[config.mk]
export PLATFORM = sky130hd
export DESIGN_NAME = marker_tracker_flat
export DESIGN_NICKNAME = d
export VERILOG_FILES = /design/src/rtl/marker_tracker_if.sv /design/src/rtl/marker_tracker.sv /design/src/flat_wrapper.sv
export SDC_FILE = /design/constraint.sdc
export NUM_CORES = 1
export LEC_CHECK = 0
export ABC_AREA = 0
export CORE_MARGIN = 2
export CORE_UTILIZATION = 52
export DETAILED_ROUTE_END_ITERATION = 10
export PLACE_DENSITY_LB_ADDON = 0.2
export SLEW_MARGIN = 5
export SYNTH_ARGS = -nofsm -noshare
export SYNTH_HDL_FRONTEND = slang
export SYNTH_SLANG_ARGS = --single-unit
[constraint.sdc]
create_clock -name i_clk -period 16.55 [get_ports i_clk]
set_input_delay 1.655 -clock i_clk [delete_from_list [all_inputs] [get_ports i_clk]]
set_output_delay 1.655 -clock i_clk [all_outputs]
set_load 0.01 [all_outputs]
[src/rtl/marker_tracker_if.sv]
// rtl/marker_tracker_if.sv - pixel input and marker result bundle for marker_tracker
interface marker_tracker_if;
  logic        i_sof;
  logic        i_pix_valid;
  logic [10:0] i_x;
  logic [10:0] i_y;
  logic [7:0]  i_rgb [3];
  logic [10:0] o_left [2];
  logic [10:0] o_right [2];
  logic [10:0] o_up [2];
  logic [10:0] o_down [2];
  logic [19:0] o_hit_cnt;
  logic        o_predict_valid;
  logic        o_frame_end;

  modport master (
    output i_sof, i_pix_valid, i_x, i_y, i_rgb,
    input  o_left, o_right, o_up, o_down, o_hit_cnt, o_predict_valid, o_frame_end
  );

  modport slave (
    input  i_sof, i_pix_valid, i_x, i_y, i_rgb,
    output o_left, o_right, o_up, o_down, o_hit_cnt, o_predict_valid, o_frame_end
  );
endinterface

[src/rtl/marker_tracker.sv]
// rtl/marker_tracker.sv - red-marker extreme-point tracker; MARKER_SMOOTH_EN averages consecutive valid publishes
// Point slots: 0/1 left x/y, 2/3 right x/y, 4/5 up x/y, 6/7 down x/y.
module marker_tracker #(
  parameter int          H_ACTIVE   = 640,
  parameter int          V_ACTIVE   = 480,
  parameter logic [7:0]  R_MIN      = 8'd160,
  parameter logic [7:0]  G_MAX      = 8'd90,
  parameter logic [7:0]  B_MAX      = 8'd90,
  parameter logic [19:0] MIN_PIXELS = 20'd16
) (
  input logic              i_clk,
  input logic              i_rst,
  marker_tracker_if.slave  bus
);

  typedef enum logic [1:0] {S_IDLE, S_SCAN, S_PUBLISH} state_t;

  localparam logic [10:0] X_LAST   = 11'(H_ACTIVE - 1);
  localparam logic [10:0] Y_LAST   = 11'(V_ACTIVE - 1);
  localparam logic [10:0] SENTINEL = 11'd2023;

  state_t      state_q, state_d;
  logic [10:0] acc_q [8];
  logic [10:0] acc_d [8];
  logic [10:0] base [8];
  logic [10:0] pub_q [8];
  logic [10:0] pub_d [8];
  logic [19:0] cnt_q, cnt_d, base_cnt;
  logic [19:0] hit_q, hit_d;
  logic        pulse_q, pulse_d;
  logic        pix_ok, match, start, accum, last_pix, det_ok;
`ifdef MARKER_SMOOTH_EN
  logic        hist_q, hist_d;

  function automatic logic [10:0] avg2(input logic [10:0] a, input logic [10:0] b);
    logic [11:0] s;
    s = {1'b0, a} + {1'b0, b};
    return s[11:1];
  endfunction
`endif

  always_comb begin
    pix_ok   = bus.i_pix_valid && (bus.i_x <= X_LAST) && (bus.i_y <= Y_LAST);
    match    = pix_ok && (bus.i_rgb[0] >= R_MIN) && (bus.i_rgb[1] < G_MAX) && (bus.i_rgb[2] < B_MAX);
    start    = pix_ok && bus.i_sof && (state_q != S_PUBLISH);
    accum    = start || (pix_ok && (state_q == S_SCAN));
    last_pix = pix_ok && !bus.i_sof && (bus.i_x == X_LAST) && (bus.i_y == Y_LAST);
  end

  // A sof pixel restarts the accumulators and is then folded in like any other pixel.
  always_comb begin
    base     = acc_q;
    base_cnt = cnt_q;
    if (start) begin
      base[0]  = 11'd2047; base[1] = 11'd0;
      base[2]  = 11'd0;    base[3] = 11'd0;
      base[4]  = 11'd0;    base[5] = 11'd2047;
      base[6]  = 11'd0;    base[7] = 11'd0;
      base_cnt = 20'd0;
    end
    acc_d = acc_q;
    cnt_d = cnt_q;
    if (accum) begin
      acc_d = base;
      cnt_d = base_cnt;
      if (match) begin
        if (base_cnt != 20'hFFFFF) cnt_d = base_cnt + 20'd1;
        if (bus.i_x < base[0]) begin acc_d[0] = bus.i_x; acc_d[1] = bus.i_y; end
        if (bus.i_x > base[2]) begin acc_d[2] = bus.i_x; acc_d[3] = bus.i_y; end
        if (bus.i_y < base[5]) begin acc_d[4] = bus.i_x; acc_d[5] = bus.i_y; end
        if (bus.i_y > base[7]) begin acc_d[6] = bus.i_x; acc_d[7] = bus.i_y; end
      end
    end
  end

  always_comb begin
    state_d = state_q;
    case (state_q)
      S_IDLE:    if (start) state_d = S_SCAN;
      S_SCAN:    if (last_pix) state_d = S_PUBLISH;
      S_PUBLISH: state_d = S_IDLE;
      default:   state_d = S_IDLE;
    endcase
  end

  always_comb begin
    det_ok  = (cnt_q >= MIN_PIXELS);
    pub_d   = pub_q;
    hit_d   = hit_q;
    pulse_d = (state_q == S_PUBLISH);
`ifdef MARKER_SMOOTH_EN
    hist_d  = hist_q;
`endif
    if (state_q == S_PUBLISH) begin
      hit_d = cnt_q;
      for (int i = 0; i < 8; i++) begin
        pub_d[i] = det_ok ? acc_q[i] : SENTINEL;
`ifdef MARKER_SMOOTH_EN
        if (det_ok && hist_q) pub_d[i] = avg2(pub_q[i], acc_q[i]);
`endif
      end
`ifdef MARKER_SMOOTH_EN
      hist_d = det_ok;
`endif
    end
  end

  always_ff @(posedge i_clk or posedge i_rst) begin
    if (i_rst) begin
      state_q <= S_IDLE;
      cnt_q   <= 20'd0;
      hit_q   <= 20'd0;
      pulse_q <= 1'b0;
      for (int i = 0; i < 8; i++) begin
        acc_q[i] <= 11'd0;
        pub_q[i] <= SENTINEL;
      end
`ifdef MARKER_SMOOTH_EN
      hist_q  <= 1'b0;
`endif
    end else begin
      state_q <= state_d;
      cnt_q   <= cnt_d;
      hit_q   <= hit_d;
      pulse_q <= pulse_d;
      acc_q   <= acc_d;
      pub_q   <= pub_d;
`ifdef MARKER_SMOOTH_EN
      hist_q  <= hist_d;
`endif
    end
  end

  assign bus.o_left[0]      = pub_q[0];
  assign bus.o_left[1]      = pub_q[1];
  assign bus.o_right[0]     = pub_q[2];
  assign bus.o_right[1]     = pub_q[3];
  assign bus.o_up[0]        = pub_q[4];
  assign bus.o_up[1]        = pub_q[5];
  assign bus.o_down[0]      = pub_q[6];
  assign bus.o_down[1]      = pub_q[7];
  assign bus.o_hit_cnt      = hit_q;
  assign bus.o_predict_valid = pulse_q;
  assign bus.o_frame_end    = pulse_q;

endmodule

[src/flat_wrapper.sv]
// flat-port wrapper written by rule: the top's interface ports become plain ports
module marker_tracker_flat 
#(
  parameter int          H_ACTIVE   = 640,
  parameter int          V_ACTIVE   = 480,
  parameter logic [7:0]  R_MIN      = 8'd160,
  parameter logic [7:0]  G_MAX      = 8'd90,
  parameter logic [7:0]  B_MAX      = 8'd90,
  parameter logic [19:0] MIN_PIXELS = 20'd16
)
  (i_clk, i_rst, bus_i_sof, bus_i_pix_valid, bus_i_x, bus_i_y, bus_i_rgb, bus_o_left, bus_o_right, bus_o_up, bus_o_down, bus_o_hit_cnt, bus_o_predict_valid, bus_o_frame_end);
  marker_tracker_if bus_i ();
  input logic i_clk;
  input logic i_rst;
  input wire logic [$bits(bus_i.i_sof)-1:0] bus_i_sof;
  input wire logic [$bits(bus_i.i_pix_valid)-1:0] bus_i_pix_valid;
  input wire logic [$bits(bus_i.i_x)-1:0] bus_i_x;
  input wire logic [$bits(bus_i.i_y)-1:0] bus_i_y;
  input wire logic [$bits(bus_i.i_rgb)-1:0] bus_i_rgb;
  output wire logic [$bits(bus_i.o_left)-1:0] bus_o_left;
  output wire logic [$bits(bus_i.o_right)-1:0] bus_o_right;
  output wire logic [$bits(bus_i.o_up)-1:0] bus_o_up;
  output wire logic [$bits(bus_i.o_down)-1:0] bus_o_down;
  output wire logic [$bits(bus_i.o_hit_cnt)-1:0] bus_o_hit_cnt;
  output wire logic [$bits(bus_i.o_predict_valid)-1:0] bus_o_predict_valid;
  output wire logic [$bits(bus_i.o_frame_end)-1:0] bus_o_frame_end;
  assign bus_i.i_sof = bus_i_sof;
  assign bus_i.i_pix_valid = bus_i_pix_valid;
  assign bus_i.i_x = bus_i_x;
  assign bus_i.i_y = bus_i_y;
  assign bus_i.i_rgb = {>>{bus_i_rgb}};
  assign bus_o_left = {>>{bus_i.o_left}};
  assign bus_o_right = {>>{bus_i.o_right}};
  assign bus_o_up = {>>{bus_i.o_up}};
  assign bus_o_down = {>>{bus_i.o_down}};
  assign bus_o_hit_cnt = bus_i.o_hit_cnt;
  assign bus_o_predict_valid = bus_i.o_predict_valid;
  assign bus_o_frame_end = bus_i.o_frame_end;
  marker_tracker #(.H_ACTIVE(H_ACTIVE), .V_ACTIVE(V_ACTIVE), .R_MIN(R_MIN), .G_MAX(G_MAX), .B_MAX(B_MAX), .MIN_PIXELS(MIN_PIXELS)) u_core (.i_clk(i_clk), .i_rst(i_rst), .bus(bus_i));
endmodule
==> summary by stage <==
Pwr
Summed over all cells, the static leakage comes to around 0.0053 uW. The power per standard cell area is 94.2 nW/um^2. The worst-case vdd ir drop is 61.6 uV. The final total power is 1160 uW.

Global route
The initial antenna violation count is 0. The wire length of the first global-routing pass is between 40000 and 50000 microns. The combined global-route utilization of all metal layers is 0.258.

The total global routing overflow is 0. The number of global-route vias before repair came to 7437. Entering global routing, the biggest net connects ~150 pins.

Synth
For this run, asynchronously set or reset flops after synthesis account for 1.00. The synthesized netlist occupies a cell area of 9840 sq um. The largest area contributor in the synthesized netlist is dfrtp_1. The number of warnings reported in the yosys synthesis log is 0. Synthesis inferred 219 register bits. In the synthesized netlist the dominant register cell turns out to be dfrtp_1. Of the post-synthesis cell area, the dominant cell type holds 0.374. The number of enable-type register cells in the synthesized netlist is 0. The count of distinct cell types in the synthesized netlist is 52. The number of cells produced by synthesis is roughly 900. By area the synthesized netlist is led by dfrtp_1 (37%), dfstp_2 (19%), o22a_1 (6.9%).

A synthesized cell averages ~11 sq um. For this run, the register share of the synthesized area comes to 0.566. The synthesized netlist net count is 969.

Clock network
The clock transition at the registers of the reported paths is 60 ps. The count of cells resized by post-cts repair is 0. The post-cts hold buffer count is 0.

CTS built an H-tree with a depth of 1. The maximum number of buffers from clock root to sink is 3. Clock tree synthesis found a total of 219 sinks.

The CTS tree is built. At the later pin of the worst-skew pair, clock insertion delay measures between 500 and 600 ps. Clock tree synthesis inserted a total of 22 buffers. The number of post-CTS setup repair buffers is 0. CTS placed an instance of clkbuf_16 at the clock tree root.

STA
The number of slew-limit violations in the final report came to 0. The accumulated negative setup slack is 0 ps. The setup slack of the critical path after layout is between 10000 and 15000 ps. After layout, the minimum clock period comes to 6050 ps.

The largest clock skew in the final design is 19.3 ps. The maximum operating frequency is between 150 and 200 MHz. The max-slew headroom at the worst pin is 0.288. Setup repair after global routing left no endpoint under its margin. The number of setup violations in the final report is 0. For the pin with the worst max-slew slack, the measured transition is between 1000 and 1500 ps. The final clock period utilization by the worst path is 0.366. The hold violation count in the final report is 0.

Die
The area of the placeable core is between 15000 and 20000 sq um. During I/O placement, the number of pins put on the boundary was 160. The initialized floorplan defines 50 standard-cell rows. The die covers 20000 sq um. The initial utilization of the core area, before any placement, comes to 0.528.

The die is 142 microns wide. In this run the vertical extent of the chip is 142 microns.

Finish
The final design utilization is 0.659. The number of fill cells in the layout is 1445. The area of all placed cells without fillers is 12300 sq um.

The count of inserted antenna diode cells is 0. The signed area change from the synthesized netlist to the final layout is 24.9%. The share of final-layout standard cells stronger than drive strength 1 is 0.125.

The net count reported at finish is 1104.

Routing
The number of nets with antenna violations after routing is 0. The average wire length per cell after detail routing is 20.2 microns. The detailed router finished its first iteration with 492 violations. Using the TritonRoute via totals, the vias-per-cell ratio works out to 6.08. In the routed design, unresolved DRC markers number 0. The detailed-route wire length is ~25000 microns.

The total number of vias is approximately 7700. The number of search-and-repair iterations in the first detailed-routing pass is 5.

Setup path
The worst-path cell with the longest stage delay is clkdlybuf4s50_1. The worst setup path is launched from a primary input. Broken down by cell family, the worst path's largest delay share belongs to simple AND/OR/NAND/NOR gates.

STA puts the critical path data required time at 16980 ps. Together, buffers and inverters on the worst path number 2. Walking the worst path, the cells encountered are clkdlybuf4s50_1, o21ai_0, and3b_2, nand3_1, buf_4, and2_1, ha_1, and2_1, and3_1, o2111ai_1, nand3_1, or3_1, a21oi_1. The arrival time reported for the critical path endpoint is 6480 ps. In this run the worst path has a maximum fanout of 21. The worst setup path is of the primary input to register kind. STA classifies the critical path endpoint as a register. The highest cell delay on the worst timing path is approximately 700 ps.

Flow run
Max-cap violations in this run came to 0.

Outcome
The flow ran to the end, and the final reports show no timing, DRC or antenna violations.

Place
The quantity of I/O buffers inserted on ports is 152. Prior to clock tree synthesis, the placed netlist has a worst setup slack of 10160 ps. The final estimated routing congestion in global placement is approximately 0.9.

Summing all placed instances gives a cell area of 11500 sq um. Detailed placement finished with a half-perimeter wire length of approximately 17000 microns.

Worst hold path
The class of the most critical hold timing path is register to register.
==> area by class of cell <==
cell class | instances | area [sq um] | share of cell area
sequential | 219 | 5570 | 0.453
multi-input combinational | 584 | 3980 | 0.324
timing repair buffer | 163 | 1600 | 0.131
clock buffer | 34 | 666 | 0.0542
tap | 234 | 293 | 0.0238
clock inverter | 6 | 95.1 | 0.00774
inverter | 21 | 86.3 | 0.00702
==> cell usage after synthesis, drive strengths merged, types with 17 or more instances <==
library cell / instances
buf: 23
inv: 21
nand2: 115
dfrtp: 147
nor2: 57
ha: 43
nor4: 17
dfstp: 72
a21oi: 27
a22o: 63
clkbuf: 29
nand3: 17
nand4: 23
o22a: 78
==> worst paths after layout <==
kind | from | to | slack (ps) | depth (start not counted)
setup / recovery | bus_i_x[7] | u_core.cnt_q[13] | 10500 | 13
min in group asynchronous | i_rst | u_core.acc_q[74] | 1790 | 2
max in group asynchronous | i_rst | u_core.acc_q[67] | 13210 | 3
hold reg to reg | u_core.bus.o_hit_cnt[4] | u_core.bus.o_hit_cnt[4] | 470 | 2
setup reg to reg | u_core.state_q[0] | u_core.cnt_q[13] | 12020 | 12
hold / removal | u_core.bus.o_hit_cnt[4] | u_core.bus.o_hit_cnt[4] | 470 | 2
==> per-layer routing <==
metal	wire length, microns	share of wire	up-vias	track usage
li1	-	-	3501	-
met1	11700	0.46	3861	0.379
met2	11600	0.46	257	0.405
met3	1480	0.058	54	0.0331
met4	646	0.025	0	0.0784
met5	0	0	-	0
==> report_power, final <==
group	switching [uW]	internal, uW
Clock	204	309
Combinational	50.9	35.1
Sequential	10.9	547
Total	266	891
==> worst reg2reg max path, cell delays in order (launching register included) <==
cell       delay [ps]
dfrtp_1           410
nand2b_1          150
buf_4             440
nand3_1           660
buf_4             470
and2_1            220
ha_1              220
and2_1            190
and3_1            240
o2111ai_1         510
nand3_1           380
or3_1             410
a21oi_1           150
==> through the flow <==
stage               instances  hold WS [ps]
finish                   1261           475
global route             1261           504
CTS                      1261           477
detailed placement       1221           462
global placement         1221           459
floorplan                 876           439
==> cells by family (layout without fill, tap and decap cells) <==
logic type	Yosys count	after routing	synth area share
AO/OA/AOI/OAI	228	228	0.183
XOR/XNOR	11	11	0.00979
flip-flops	219	219	0.566
buffers and inverters	73	224	0.0300
AND/OR/NAND/NOR	292	292	0.146
multiplexers	10	10	0.0102
adder cells (fa/ha/maj)	43	43	0.0547
==> placed cells by master (no fill, tap or decap), drive strengths merged, types with 3 or more instances in the layout <==
cell type,instances
clkbuf,34
and3,6
nand3b,3
a22o,63
a31oi,4
or3,15
inv,21
buf,11
o2111ai,5
clkinv,4
xor2,10
o21ai,16
mux2i,10
o22a,78
nand2b,4
nand2,115
clkdlybuf4s50,152
o21a,3
nor4,17
ha,43
a211oi,15
nand3,17
nor2,57
and2,16
nand4,23
nor3,4
dfstp,72
and4,4
dfrtp,147
a21oi,27
nor2b,4
==> flip-flops by register name, indices dropped and copies added (netlist names) <==
name / count
u_core.bus.o_up: 22
u_core.bus.o_frame_end: 1
u_core.acc_q: 88
u_core.bus.o_left: 22
u_core.bus.o_right: 22
u_core.bus.o_down: 22
u_core.bus.o_hit_cnt: 20
u_core.cnt_q: 20
u_core.state_q: 2
Power figures use the tool's default switching activity.
